--- config.mk ---
export PLATFORM = sky130hd
export DESIGN_NAME = sha3_padder
export DESIGN_NICKNAME = d
export VERILOG_FILES = /design/src/rtl/sha3_pkg.sv /design/src/rtl/sha3_lane_pack.sv /design/src/rtl/sha3_padder.sv
export SDC_FILE = /design/constraint.sdc
export NUM_CORES = 2
export LEC_CHECK = 0
export BUFFER_PORTS_ARGS = -buffer_cell sky130_fd_sc_hd__buf_2
export CAP_MARGIN = 25
export CELL_PAD_IN_SITES_DETAIL_PLACEMENT = 1
export CELL_PAD_IN_SITES_GLOBAL_PLACEMENT = 1
export CORE_AREA = 2 2 458 460
export CTS_BUF_LIST = sky130_fd_sc_hd__clkbuf_16
export DETAILED_ROUTE_END_ITERATION = 8
export DIE_AREA = 0 0 460 462
export PLACE_DENSITY = 0.64
export REMOVE_ABC_BUFFERS = 1
export SLEW_MARGIN = 40
export SYNTH_ARGS = -nofsm -noshare
export SYNTH_HDL_FRONTEND = slang
export SYNTH_HIERARCHICAL = 1
export SYNTH_SLANG_ARGS = --single-unit
--- constraint.sdc ---
create_clock -name clk -period 35.6 [get_ports clk]
set_input_delay 5.34 -clock clk [delete_from_list [all_inputs] [get_ports clk]]
set_output_delay 5.34 -clock clk [all_outputs]
set_load 0.02 [all_outputs]
--- src/rtl/sha3_pkg.sv ---
// Shared constants, FSM encoding and byte-placement helper for the SHA3-256 padder.
package sha3_pkg;

  localparam int unsigned RATE_BYTES      = 136;
  localparam int unsigned RATE_BITS       = 1088;
  localparam int unsigned WORD_BYTES      = 8;
  localparam int unsigned WORDS_PER_BLOCK = 17;

  localparam logic [7:0] DOMAIN_PAD_SHA3  = 8'h06;
  localparam logic [7:0] DOMAIN_PAD_SHAKE = 8'h1F;
  localparam logic [7:0] PAD_LAST         = 8'h80;

  typedef enum logic [1:0] {
    StFill,
    StIssue,
    StPadBlk
  } state_e;

  // Block with only byte `pos` set to `val`, stored bit-reversed as the core expects.
  function automatic logic [RATE_BITS-1:0] byte_at(input logic [7:0] pos, input logic [7:0] val);
    logic [7:0] rev;
    for (int b = 0; b < 8; b++) rev[7-b] = val[b];
    return {rev, {(RATE_BITS-8){1'b0}}} >> (8 * int'(pos));
  endfunction

endpackage

--- src/rtl/sha3_lane_pack.sv ---
// Places one little-endian message word into its lane of a rate block, bit-reversing
// each byte and zeroing bytes at or beyond nbytes_i.
module sha3_lane_pack
  import sha3_pkg::*;
(
  input  logic [63:0]          word_i,
  input  logic [4:0]           word_idx_i,
  input  logic [3:0]           nbytes_i,
  output logic [RATE_BITS-1:0] block_o
);

  logic [63:0] rev;

  always_comb begin
    rev = '0;
    for (int k = 0; k < int'(WORD_BYTES); k++) begin
      if (k < int'(nbytes_i)) begin
        for (int b = 0; b < 8; b++) rev[63 - 8*k - b] = word_i[8*k + b];
      end
    end
  end

  assign block_o = {rev, {(RATE_BITS-64){1'b0}}} >> (64 * int'(word_idx_i));

endmodule

--- src/rtl/sha3_padder.sv ---
// SHA3 padder: packs 64-bit message words into 1088-bit rate blocks, applies domain
// padding and paces block issue on the core's hash_next / out_valid.
module sha3_padder
  import sha3_pkg::*;
#(
  parameter logic [7:0] DOMAIN_PAD = DOMAIN_PAD_SHA3
) (
  input  logic                 clk,
  input  logic                 rst,
  input  logic [63:0]          din,
  input  logic                 din_valid,
  input  logic                 din_last,
  input  logic [3:0]           din_bytes,
  output logic                 din_ready,
  output logic [RATE_BITS-1:0] blk,
  output logic                 blk_valid,
  output logic                 blk_more,
  input  logic                 core_hash_next,
  input  logic                 core_out_valid
);

  state_e               state_q, state_d;
  logic [RATE_BITS-1:0] buf_q, buf_d;
  logic [4:0]           wcnt_q, wcnt_d;
  logic                 pad_pending_q, pad_pending_d;
  logic                 final_q, final_d;
  logic                 perm_q, perm_d;
  logic                 valid_q, valid_d;
  logic                 more_q, more_d;

  logic [3:0]           nbytes;
  logic [7:0]           pos;
  logic [RATE_BITS-1:0] placed;
  logic                 accept;

  // Oversized byte counts on the last word saturate to a full word.
  assign nbytes    = din_last ? ((din_bytes > 4'd8) ? 4'd8 : din_bytes) : 4'd8;
  assign pos       = {wcnt_q, 3'b000} + {4'b0000, nbytes};
  assign din_ready = (state_q == StFill) && !rst;
  assign accept    = din_valid && din_ready;

  sha3_lane_pack u_lane_pack (
    .word_i     (din),
    .word_idx_i (wcnt_q),
    .nbytes_i   (nbytes),
    .block_o    (placed)
  );

  always_comb begin
    state_d       = state_q;
    buf_d         = buf_q;
    wcnt_d        = wcnt_q;
    pad_pending_d = pad_pending_q;
    final_d       = final_q;
    valid_d       = 1'b0;
    more_d        = more_q;
    perm_d        = perm_q || core_hash_next || core_out_valid;

    unique case (state_q)
      StFill: begin
        if (accept) begin
          buf_d = buf_q | placed;
          if (din_last) begin
            wcnt_d  = '0;
            state_d = StIssue;
            if (pos < 8'(RATE_BYTES)) begin
              buf_d   = buf_d ^ byte_at(pos, DOMAIN_PAD) ^ byte_at(8'(RATE_BYTES-1), PAD_LAST);
              final_d = 1'b1;
            end else begin
              final_d       = 1'b0;
              pad_pending_d = 1'b1;
            end
          end else if (wcnt_q == 5'(WORDS_PER_BLOCK-1)) begin
            wcnt_d  = '0;
            final_d = 1'b0;
            state_d = StIssue;
          end else begin
            wcnt_d = wcnt_q + 5'd1;
          end
        end
      end
      StIssue: begin
        // Buffer stays intact through the blk_valid cycle; it is released afterwards.
        if (valid_q) begin
          if (pad_pending_q) begin
            state_d = StPadBlk;
          end else begin
            buf_d   = '0;
            state_d = StFill;
          end
        end else if (perm_q) begin
          valid_d = 1'b1;
          more_d  = !final_q;
          perm_d  = 1'b0;
        end
      end
      StPadBlk: begin
        buf_d         = byte_at(8'd0, DOMAIN_PAD) ^ byte_at(8'(RATE_BYTES-1), PAD_LAST);
        pad_pending_d = 1'b0;
        final_d       = 1'b1;
        state_d       = StIssue;
      end
      default: state_d = StFill;
    endcase
  end

  always_ff @(posedge clk or posedge rst) begin
    if (rst) begin
      state_q       <= StFill;
      buf_q         <= '0;
      wcnt_q        <= '0;
      pad_pending_q <= 1'b0;
      final_q       <= 1'b0;
      perm_q        <= 1'b1;
      valid_q       <= 1'b0;
      more_q        <= 1'b0;
    end else begin
      state_q       <= state_d;
      buf_q         <= buf_d;
      wcnt_q        <= wcnt_d;
      pad_pending_q <= pad_pending_d;
      final_q       <= final_d;
      perm_q        <= perm_d;
      valid_q       <= valid_d;
      more_q        <= more_d;
    end
  end

  assign blk       = buf_q;
  assign blk_valid = valid_q;
  assign blk_more  = more_q;

endmodule

==> summary.md <==
| Metric | Value |
|---|---|
| Post-CTS Setup Bufs | 0 |
| Hold depth | 2 |
| Seq pwr share | between 30% and 40% |
| Gpl congestion | 0.8224 |
| Tcrit/Tclk final | 31.37% |
| Pwr Total | 6.161 mW |
| Grt ovf | 0 |
| Initial DRC count | 4588 |
| Initial Util | 26.47% |
| Finished Core Util | 32.26% |
| Leak | 31.37 nW |
| CTS clk-pin slew, worst paths | 0.05 ns |
| PostCTS Resize Cnt | 0 |
| Peak supply drop | 0.00006465 V |
| Final Skew | 0.03772 ns |
| DIE AREA | 212500 um2 |
| Worst slew margin | 40.16% |
| Die Height | roughly 460 um |
| Netlist cell types | 75 |
| Vias in the first global route | 54880 |
| Drt pass-1 iters | 6 |
| CTS tree | yes |
| Psw | 3.118 mW |
| Wire per inst | 28.37 um |
| Syn Inst Count | 5994 |
| Hold EP | blk[23]$_DFFE_PP0P_ |
| Avg Vias per Cell | 5.661 |
| Async set-reset flop share out of synthesis | 100.0% |
| Total GRT Usage | between 20% and 30% |
| Syn Std Cell Area | 55090 um2 |
| HPWL after detailed placement | around 180 mm |
| Critical path class | input pin to output pin |
| Vias | 54210 |
| Ports | 1165 |
| Post-synth EDFFs | 0 |
| Largest net degree at the start of global routing | 164 |
| Pre-CTS setup slack | 24.44 ns |
| Pwr per Cell Area | 91.78 nW/um2 |
| Clock Power Share | between 20 and 25% |
| WP data arrival | 5.83 ns |
| Num CTS Buffers | roughly 140 |
| Startpoint Class | input pin |
| Sw Share | a little over 50% |
| Number of I/O port buffers | between 1000 and 1500 |
| Detailed Route WL | around 270 mm |
| Fmax | 0.08955 GHz |
| Comb pwr share | ~47% |
| DIE WIDTH | 460 um |
| Status | completed |
| CTS Sinks | 1100 |
| R2r endpoint | blk[708]$_DFFE_PP0P_ |
| Row Count | 168 |
| Crit Reg-Reg Startpoint | state_q[0]$_DFFE_PP0P_ |
| HP Start | blk[23]$_DFFE_PP0P_ |
| Residual DRC count | 0 |
| Post-synthesis sequential area ratio | between 40% and 50% |
| RSZ-0062 raised after global routing | no |
| YS warnings | 6 |
| Synthesized flop and latch total | 1100 |
| Area contributors post-synth | dfrtp_1 50%, a21oi_1 7.7%, nor2_1 6.7% |
| R2R Setup Slk | 30.67 ns |
| Most common cell in the synthesized netlist | dfrtp_1 |
| Max-cap violations | 0 |
| Post-synth top cells | 1099 x dfrtp_1, 986 x nor2_1, 842 x a21oi_1, 647 x nor3_1, 362 x nor4_1 |
| Core area | 208100 um2 |
| Post-layout worst setup margin | around 24 ns |
| CTS Hold Buffers Added | 0 |
| Antenna-violating nets left | 0 |
| HP Class | flop to flop |
| Layout area overhead | 21.86% |
| Antenna violations before repair | 20 |
| Clk_lat worst skew | 0.81 ns |
| Setup violators final | 0 |
| Share of layout cells above drive strength 1 | 24.38% |
| First-pass GRT wire length | 395.4 mm |
| Clock buffer depth | 3 |
| Biggest area consumer among synthesized cells | dfrtp_1 |
| Post-route minimum period | 11.17 ns |
| Htree depth | 4 |
| Worst Max-Slew Pin Slew | 0.8977 ns |
| CP Max Fanout | 4 |
| Slew Viols, Final | 0 |
| Most used DFF post-synth | dfrtp_1 |
| Setup TNS Final | 0 ns |
| Int Pwr | between 3 and 4 mW |
| Final nets | approximately 7000 |
| Syn Area/Cell | between 9 and 10 um2 |
| WP data required | 30.26 ns |
| R2R cell count | 9 |
| CP Capture Type | output pin |
| Root Driver | clkbuf_16 |
| Top cell type's share of synthesized area | 49.93% |
| Number of hold violations in the final report | 0 |
stage by stage:
stage / area [um2] / std cells / hold slack (ns)
after floorplan: 51820 / 5303 / 0.4375
after global placement: 62270 / 9307 / 0.4672
after detailed placement: 62810 / 9328 / 0.4776
after global routing: 67120 / 9572 / 0.5059
after CTS: 67000 / 9566 / 0.4916
final: 67130 / 9576 / 0.4859
critical path, stage by stage:
cell,delay (ns)
buf_2,0.15
nor2b_1,0.15
buf_2,0.19
registers in the layout, summed over array words and instances (netlist names):
signal / count
perm_q: 1
pad_pending_q: 1
wcnt_q: 5
blk_more: 1
blk_valid: 1
final_q: 1
blk: 1088
state_q: 2
worst max-delay path by stage:
stage,start,to,slack [ns],depth (start not counted)
after detailed placement,rst,din_ready,24.44,3
after global placement,rst,din_ready,24.43,3
after floorplan,rst,blk[1005]$_DFFE_PP0P_,-20.49,5
final,rst,din_ready,24.43,3
after global routing,rst,din_ready,24.40,3
after CTS,rst,din_ready,24.44,3
cells in the final DEF, fill, tap and decap left out, drive strengths merged, types with 9 or more instances in the layout:
cell type	n
buf	1308
dfrtp	1099
nor2	987
a21oi	843
nor3	648
nor4	444
nand3	157
clkbuf	141
mux2i	131
o2bb2ai	120
a211oi	118
o21ai	83
and3	75
nand4	75
inv	74
a211o	71
nand2	66
o211ai	64
or4	63
clkinv	61
nand3b	36
o311ai	26
a2111oi	24
a31oi	21
or3b	12
ha	9
o41ai	9
o31ai	9
nand2b	9
cells by family (layout without fill, tap and decap cells):
group	after synthesis	count (layout)	share of synthesized area, %
adder cells (fa/ha/maj)	9	9	0.2044
multiplexers	131	131	2.380
other	0	7	0
AO/OA/AOI/OAI	1409	1409	16.09
flip-flops	1100	1100	49.97
buffers and inverters	736	1591	6.226
AND/OR/NAND/NOR	2606	2606	25.08
XOR/XNOR	3	3	0.04771
power groups by stage:
stage | logic [mW] | clock network, mW | registers (mW)
final | 2.90 | 1.36 | 1.90
after global routing | 3.08 | 1.44 | 1.94
after CTS | 2.91 | 1.39 | 1.89
after detailed placement | 2.90 | 0 | 1.90
after global placement | 2.82 | 0 | 1.88
after floorplan | 1.13 | 0 | 2.35
metal layers:
metal	GRT usage, %	routed length (um)	vias up
met4	9.944	11260	16
met1	31.38	112000	28280
met3	7.370	22850	445
li1	-	-	23450
met5	0	103	-
met2	38.96	125500	2024
layout make-up:
class	count	area, um2
timing repair buffer	1308	7366
clock inverter	97	670.6
multi-input combinational	4158	24410
inverter	45	191.4
clock buffer	141	3528
tap	2720	3403
sequential	1100	27540
fill	24330	141000
antenna	7	17.52
Note: power is estimated with default switching activity, not from simulation.
